File: src/rtl/si_pkg.sv
// Shared Space Invaders datapath definitions: screen geometry, coordinate
// width, pixel colour struct and the formation FSM encoding.
package si_pkg;

    localparam int SCREEN_W = 640;
    localparam int FLOOR_Y  = 440;
    localparam int COORD_W  = 11;

    typedef struct packed {
        logic [7:0] r;
        logic [7:0] g;
        logic [7:0] b;
    } rgb_t;

    typedef enum logic [2:0] {
        MARCH_R,
        MARCH_L,
        DESC_R,
        DESC_L,
        LANDED,
        CLEARED
    } form_state_t;

endpackage

File: src/rtl/formation_extent.sv
// Combinational extents of the live formation: outermost alive columns,
// lowest alive row and an all-dead flag, derived from the alive mask.
module formation_extent #(
    parameter int ROWS  = 3,
    parameter int COLS  = 8,
    parameter int COL_W = (COLS > 1) ? $clog2(COLS) : 1,
    parameter int ROW_W = (ROWS > 1) ? $clog2(ROWS) : 1
) (
    input  logic [ROWS*COLS-1:0] alive,
    output logic [COL_W-1:0]     left_col,
    output logic [COL_W-1:0]     right_col,
    output logic [ROW_W-1:0]     low_row,
    output logic                 all_dead
);

    logic [COLS-1:0] col_alive;
    logic [ROWS-1:0] row_alive;

    always_comb begin
        col_alive = '0;
        row_alive = '0;
        for (int r = 0; r < ROWS; r++) begin
            for (int c = 0; c < COLS; c++) begin
                if (alive[r*COLS+c]) begin
                    col_alive[c] = 1'b1;
                    row_alive[r] = 1'b1;
                end
            end
        end
    end

    // Descending scan leaves the smallest index, ascending scans the largest.
    always_comb begin
        left_col  = '0;
        right_col = '0;
        low_row   = '0;
        for (int c = COLS - 1; c >= 0; c--) begin
            if (col_alive[c]) left_col = COL_W'(c);
        end
        for (int c = 0; c < COLS; c++) begin
            if (col_alive[c]) right_col = COL_W'(c);
        end
        for (int r = 0; r < ROWS; r++) begin
            if (row_alive[r]) low_row = ROW_W'(r);
        end
    end

    assign all_dead = ~|alive;

endmodule

File: src/rtl/enemy_formation.sv
// Enemy formation controller: owns the alive mask, marches the formation,
// detects player-shot kills and renders the formation pixel colour.
module enemy_formation
    import si_pkg::*;
#(
    parameter int          ROWS        = 3,
    parameter int          COLS        = 8,
    parameter int          SPR_W       = 32,
    parameter int          SPR_H       = 24,
    parameter int          PITCH_X     = 64,
    parameter int          PITCH_Y     = 40,
    parameter int          ORIGIN_X    = 40,
    parameter int          ORIGIN_Y    = 40,
    parameter int          STEP_X      = 8,
    parameter int          STEP_Y      = 16,
    parameter int          SCREEN_W    = si_pkg::SCREEN_W,
    parameter int          FLOOR_Y     = si_pkg::FLOOR_Y,
    parameter int          BASE_PERIOD = 200000,
    parameter int          PER_ENEMY   = 40000,
    parameter logic [23:0] ENEMY_RGB   = 24'h00FF00,
    localparam int         N           = ROWS * COLS,
    localparam int         IDX_W       = $clog2(N),
    localparam int         CNT_W       = $clog2(N + 1)
) (
    input  logic               clk,
    input  logic               reset,
    input  logic               restart,
    input  logic [9:0]         h_counter,
    input  logic [9:0]         v_counter,
    input  logic               shot_active,
    input  logic [COORD_W-1:0] shot_x,
    input  logic [COORD_W-1:0] shot_y,
    output logic               hit,
    output logic [IDX_W-1:0]   hit_id,
    output logic [N-1:0]       alive,
    output logic [CNT_W-1:0]   alive_count,
    output logic               landed,
    output logic               cleared,
    output logic [7:0]         R,
    output logic [7:0]         G,
    output logic [7:0]         B
);

    localparam int          COL_W       = (COLS > 1) ? $clog2(COLS) : 1;
    localparam int          ROW_W       = (ROWS > 1) ? $clog2(ROWS) : 1;
    localparam int          EXT_W       = COORD_W + 1;
    localparam logic [31:0] PERIOD_FULL = 32'(BASE_PERIOD + N * PER_ENEMY);

    form_state_t        state_q, state_d;
    logic [COORD_W-1:0] off_x_q, off_x_d, off_y_q, off_y_d;
    logic [31:0]        step_cnt_q, step_cnt_d, period_q, period_d;
    logic [N-1:0]       alive_q, alive_d;
    logic               armed_q, armed_d, hit_q, hit_d;
    logic [IDX_W-1:0]   hit_id_q, hit_id_d;
    rgb_t               rgb_q, rgb_d;

    logic [COL_W-1:0]   left_col, right_col;
    logic [ROW_W-1:0]   low_row;
    logic               all_dead;
    logic [CNT_W-1:0]   alive_cnt;
    logic [COORD_W-1:0] cell_x, cell_y, left_x, right_x, low_y;
    logic               shot_in, pix_in, running, step_tick;
    logic               hit_right, hit_left, reach_floor;
    logic [IDX_W-1:0]   shot_idx;
    logic [31:0]        period_next;

    formation_extent #(
        .ROWS  (ROWS),
        .COLS  (COLS),
        .COL_W (COL_W),
        .ROW_W (ROW_W)
    ) u_extent (
        .alive     (alive_q),
        .left_col  (left_col),
        .right_col (right_col),
        .low_row   (low_row),
        .all_dead  (all_dead)
    );

    // Coordinates wrap modulo 2^COORD_W, so a negative off_x still places boxes correctly.
    function automatic logic in_box(input logic [COORD_W-1:0] bx, input logic [COORD_W-1:0] by,
                                    input logic [COORD_W-1:0] px, input logic [COORD_W-1:0] py);
        logic [EXT_W-1:0] ex, ey;
        ex = {1'b0, bx};
        ey = {1'b0, by};
        return ({1'b0, px} >= ex) && ({1'b0, px} < ex + EXT_W'(SPR_W)) &&
               ({1'b0, py} >= ey) && ({1'b0, py} < ey + EXT_W'(SPR_H));
    endfunction

    always_comb begin
        shot_in  = 1'b0;
        shot_idx = '0;
        pix_in   = 1'b0;
        cell_x   = '0;
        cell_y   = '0;
        for (int r = 0; r < ROWS; r++) begin
            for (int c = 0; c < COLS; c++) begin
                cell_x = COORD_W'(ORIGIN_X + c * PITCH_X) + off_x_q;
                cell_y = COORD_W'(ORIGIN_Y + r * PITCH_Y) + off_y_q;
                if (alive_q[r*COLS+c]) begin
                    if (!shot_in && in_box(cell_x, cell_y, shot_x, shot_y)) begin
                        shot_in  = 1'b1;
                        shot_idx = IDX_W'(r * COLS + c);
                    end
                    if (in_box(cell_x, cell_y, {1'b0, h_counter}, {1'b0, v_counter})) pix_in = 1'b1;
                end
            end
        end
    end

    always_comb begin
        alive_cnt = '0;
        for (int i = 0; i < N; i++) alive_cnt = alive_cnt + CNT_W'(alive_q[i]);
    end

    assign left_x      = COORD_W'(ORIGIN_X) + off_x_q + COORD_W'(left_col) * COORD_W'(PITCH_X);
    assign right_x     = COORD_W'(ORIGIN_X) + off_x_q + COORD_W'(right_col) * COORD_W'(PITCH_X);
    assign low_y       = COORD_W'(ORIGIN_Y) + off_y_q + COORD_W'(STEP_Y) + COORD_W'(low_row) * COORD_W'(PITCH_Y);
    assign hit_right   = ({1'b0, right_x} + EXT_W'(SPR_W + STEP_X)) > EXT_W'(SCREEN_W);
    assign hit_left    = left_x < COORD_W'(STEP_X);
    assign reach_floor = ({1'b0, low_y} + EXT_W'(SPR_H)) >= EXT_W'(FLOOR_Y);
    assign period_next = 32'(BASE_PERIOD) + 32'(alive_cnt) * 32'(PER_ENEMY);
    assign step_tick   = (step_cnt_q == period_q - 32'd1);
    assign running     = (state_q != LANDED) && (state_q != CLEARED);

    always_comb begin
        state_d    = state_q;
        off_x_d    = off_x_q;
        off_y_d    = off_y_q;
        step_cnt_d = step_cnt_q;
        period_d   = period_q;
        alive_d    = alive_q;
        armed_d    = armed_q | ~shot_active;
        hit_d      = 1'b0;
        hit_id_d   = hit_id_q;
        rgb_d      = pix_in ? rgb_t'(ENEMY_RGB) : '0;
        if (running) begin
            if (all_dead) begin
                state_d = CLEARED;
            end else begin
                if (shot_active && armed_q && shot_in) begin
                    alive_d[shot_idx] = 1'b0;
                    hit_d             = 1'b1;
                    hit_id_d          = shot_idx;
                    armed_d           = 1'b0;
                end
                // Step decisions use the pre-kill extents even if a kill lands this cycle.
                if (step_tick) begin
                    step_cnt_d = '0;
                    period_d   = period_next;
                    case (state_q)
                        MARCH_R: begin
                            if (hit_right) state_d = DESC_R;
                            else           off_x_d = off_x_q + COORD_W'(STEP_X);
                        end
                        MARCH_L: begin
                            if (hit_left) state_d = DESC_L;
                            else          off_x_d = off_x_q - COORD_W'(STEP_X);
                        end
                        DESC_R, DESC_L: begin
                            off_y_d = off_y_q + COORD_W'(STEP_Y);
                            if (reach_floor)           state_d = LANDED;
                            else if (state_q == DESC_R) state_d = MARCH_L;
                            else                       state_d = MARCH_R;
                        end
                        default: state_d = state_q;
                    endcase
                end else begin
                    step_cnt_d = step_cnt_q + 32'd1;
                end
            end
        end
        if (restart) begin
            state_d    = MARCH_R;
            off_x_d    = '0;
            off_y_d    = '0;
            step_cnt_d = '0;
            period_d   = PERIOD_FULL;
            alive_d    = '1;
            armed_d    = 1'b1;
            hit_d      = 1'b0;
            hit_id_d   = '0;
            rgb_d      = '0;
        end
    end

    always_ff @(posedge clk or negedge reset) begin
        if (!reset) begin
            state_q    <= MARCH_R;
            off_x_q    <= '0;
            off_y_q    <= '0;
            step_cnt_q <= '0;
            period_q   <= PERIOD_FULL;
            alive_q    <= '1;
            armed_q    <= 1'b1;
            hit_q      <= 1'b0;
            hit_id_q   <= '0;
            rgb_q      <= '0;
        end else begin
            state_q    <= state_d;
            off_x_q    <= off_x_d;
            off_y_q    <= off_y_d;
            step_cnt_q <= step_cnt_d;
            period_q   <= period_d;
            alive_q    <= alive_d;
            armed_q    <= armed_d;
            hit_q      <= hit_d;
            hit_id_q   <= hit_id_d;
            rgb_q      <= rgb_d;
        end
    end

    assign hit         = hit_q;
    assign hit_id      = hit_id_q;
    assign alive       = alive_q;
    assign alive_count = alive_cnt;
    assign landed      = (state_q == LANDED);
    assign cleared     = (state_q == CLEARED);
    assign R           = rgb_q.r;
    assign G           = rgb_q.g;
    assign B           = rgb_q.b;

endmodule
File: config.mk
export PLATFORM = sky130hd
export DESIGN_NAME = enemy_formation
export DESIGN_NICKNAME = d
export VERILOG_FILES = /design/src/rtl/si_pkg.sv /design/src/rtl/formation_extent.sv /design/src/rtl/enemy_formation.sv
export SDC_FILE = /design/constraint.sdc
export NUM_CORES = 1
export LEC_CHECK = 0
export ABC_AREA = 1
export BUFFER_PORTS_ARGS = -buffer_cell sky130_fd_sc_hd__buf_4
export CORE_MARGIN = 2
export CORE_UTILIZATION = 50
export DETAILED_ROUTE_END_ITERATION = 8
export GPL_ROUTABILITY_DRIVEN = 0
export GPL_TIMING_DRIVEN = 0
export PLACE_DENSITY = 0.78
export SLEW_MARGIN = 20
export SYNTH_ARGS = -nofsm -noshare
export SYNTH_HDL_FRONTEND = slang
export SYNTH_SLANG_ARGS = --single-unit
File: constraint.sdc
create_clock -name clk -period 12.2 [get_ports clk]
set_clock_uncertainty 0.1 [all_clocks]
set_input_delay 1.83 -clock clk [delete_from_list [all_inputs] [get_ports clk]]
set_output_delay 1.83 -clock clk [all_outputs]
set_load 0.01 [all_outputs]
==> impl_metrics.tcl <==
set metrics [dict create \
    cts_hold_buf 0 \
    antenna_found_initial 0 \
    syn2layout_area_growth_pct 9.69 \
    grt_pass1_vias 13647 \
    yosys_warnings 0 \
    yosysUniqueCellTypes 71 \
    period_needed_ns 7.86 \
    dieArea_sq_um 31000 \
    required_ns 12.33 \
    synth_area_sq_um 14800 \
    vias_per_cell 5.57 \
    slew_headroom 0.252 \
    cp_top_family "adder cells" \
    grt_usage 0.265 \
    ys_seq_area_frac 0.169 \
    worstMarginPinSlew_ns 1.11 \
    remaining_drc_errors 0 \
    cp.depth 26 \
    r2r_cells 26 \
    synth-async-reset-ratio 1.00 \
    post_cts.repair.setup_buffers 0 \
    core_sq_um 28900 \
    ant_nets 0 \
    cts_tree "yes" \
    portBuffers 77 \
    cap_violations 0 \
    hp-class "flop to flop" \
    slowest_delay_ns 0.65 \
    cp.arrival_ns 7.99 \
    h-tree-depth 3 \
    ys_ff_latch 98 \
    status "complete, no violations" \
    cts_buffer_depth 2 \
    diodes 0 \
    overflow 0 \
    cpMaxStageDelayCell "xor2_1" \
    die_x_um 176 \
    clockRootBuffer "clkbuf_16" \
    avgRoutedWirePerCell_um 15.9 \
    critPathMostFrequentCell "fa_1" \
    grt_pass1_wl_um 66800 \
    fillers 2696 \
    rows 62 \
    crit_path_end_kind "flop" \
    final_common_cell "nand2_1" \
    synth_edf_count 0 \
    clk_latency_ns 0.36 \
    cts_made_buffers 9 \
    cts_sinks 98 \
    drt-initial-drc-count 959 \
    vias 14190 \
    mostFrequentLayoutCells "347 x nand2_1, 321 x inv_1, 251 x ha_1" \
    drt-total-wl_um 40600 \
    hold_path_depth 2 \
    fin_nets 2479 \
    netlist_instances 2055 \
    clk_pin_slew_ns 0.07 \
    final.period_utilization 0.645 \
    finalHoldViolations 0 \
    cts-resized-gates 0 \
    report.final.slew_viol_count 0 \
    tns_ns 0 \
    cp-start-kind "flop" \
    drtPass1Iterations 6 \
    avgSynthCellArea_sq_um 7.20 \
    die_h_um 176 \
    ys.flop_type "dfrtp_1" \
    critical_path.max_fanout 7 \
    hpwl_um 32900 \
    drive_gt1_frac 0.130 \
    crit_type "flop to flop" \
    finalSetupViolCount 0 \
    max_freq_mhz 127 \
    top_level_ports 107 \
    critPathBufInv 3 \
    start_util 0.511 \
    grt_max_degree 99 \
    rsz0062_at_grt "no" \
]
## sequential cells by signal, indices dropped and copies added (netlist names)
name,flops
armed_q,1
state_q,3
hit,1
off_y_q,7
G,1
hit_id,5
period_q,16
step_cnt_q,32
off_x_q,8
alive,24
## logic make-up (layout without fill, tap and decap cells)
family	count (synthesis)	count (layout)	synth area share
AO/OA/AOI/OAI	330	330	0.133
buffers and inverters	389	482	0.109
other	1	16	0.000253
XOR/XNOR	128	128	0.0783
flip-flops	98	98	0.169
adder cells (fa/ha/maj)	275	275	0.245
multiplexers	1	1	0.000677
AND/OR/NAND/NOR	833	833	0.266
## cell usage after synthesis, drive strengths merged (2+ instances only)
master | instances | area, sq um
a21oi | 127 | 643
o211ai | 11 | 82.6
clkbuf | 12 | 45.0
inv | 339 | 1270
xor2 | 98 | 896
a22oi | 3 | 22.5
o221ai | 4 | 35.0
a211oi | 5 | 37.5
o31ai | 3 | 22.5
nor2 | 222 | 960
fa | 24 | 480
dfstp | 33 | 867
nor3 | 53 | 285
dfrtp | 65 | 1630
a311oi | 3 | 26.3
or2 | 14 | 87.6
a31oi | 5 | 31.3
o2111ai | 7 | 61.3
nand3 | 92 | 508
a211o | 2 | 17.5
clkinv | 3 | 12.5
nand4 | 40 | 327
nand3b | 5 | 37.5
o22ai | 8 | 50.1
a21o | 3 | 22.5
o21a | 20 | 150
nor3b | 9 | 67.6
nand2 | 376 | 1500
a21boi | 6 | 45.0
a32oi | 3 | 26.3
nor4 | 17 | 121
and3 | 2 | 12.5
ha | 251 | 3140
xnor2 | 30 | 263
o21ai | 103 | 553
o21bai | 10 | 75.1
buf | 35 | 277
## stage by stage
step	util	cells	instance area [sq um]	hold WS, ns	worst slack, ns
CTS	0.561	2547	16200	0.421	4.36
finish	0.561	2547	16200	0.427	4.34
floorplan	-	2070	14900	0.370	5.01
detailed placement	0.550	2531	15900	0.410	4.39
global placement	0.550	2531	15900	0.406	4.48
global route	0.561	2547	16200	0.448	3.95
## tightest hold or removal path: stages (launching register included)
cell and delay [ns]:
dfstp_2 0.41, nand2_2 0.08, o21ai_2 0.04
## area by class of cell
| type | count | area (sq um) | share of cell area |
|---|---|---|---|
| Buffer | 47 | 322 | 0.0198 |
| Clock buffer | 12 | 256 | 0.0158 |
| Clock inverter | 4 | 51.3 | 0.00316 |
| Inverter | 342 | 1290 | 0.0793 |
| Multi-Input combinational cell | 1583 | 10800 | 0.663 |
| Sequential cell | 98 | 2490 | 0.154 |
| Tap cell | 384 | 480 | 0.0296 |
| Timing Repair Buffer | 77 | 582 | 0.0359 |
## path summary, 6_finish.rpt
kind                                            start                         end  slack (ns)
worst max-delay path             alive[5]$_DFFE_PN1P_    period_q[19]$_DFFE_PN0P_        4.34
worst min-delay path            alive[22]$_DFFE_PN1P_       alive[22]$_DFFE_PN1P_        0.43
worst max register to register   alive[5]$_DFFE_PN1P_    period_q[19]$_DFFE_PN0P_        4.34
worst min register to register  alive[22]$_DFFE_PN1P_       alive[22]$_DFFE_PN1P_        0.43
max in group asynchronous                       reset      off_x_q[6]$_DFFE_PN0P_        9.91
min in group asynchronous                       reset  step_cnt_q[23]$_DFFE_PN0P_        1.46
## metal layers
metal / GRT usage / part of all wire / vias up
met3: 0.0338 / 0.077 / 120
li1: - / - / 6961
met4: 0.101 / 0.033 / 0
met2: 0.439 / 0.45 / 585
met5: 0 / 0 / -
met1: 0.352 / 0.43 / 6524
Power is not shown: default switching activity piles up to over one toggle a cycle in this logic, so the estimate is an artifact.
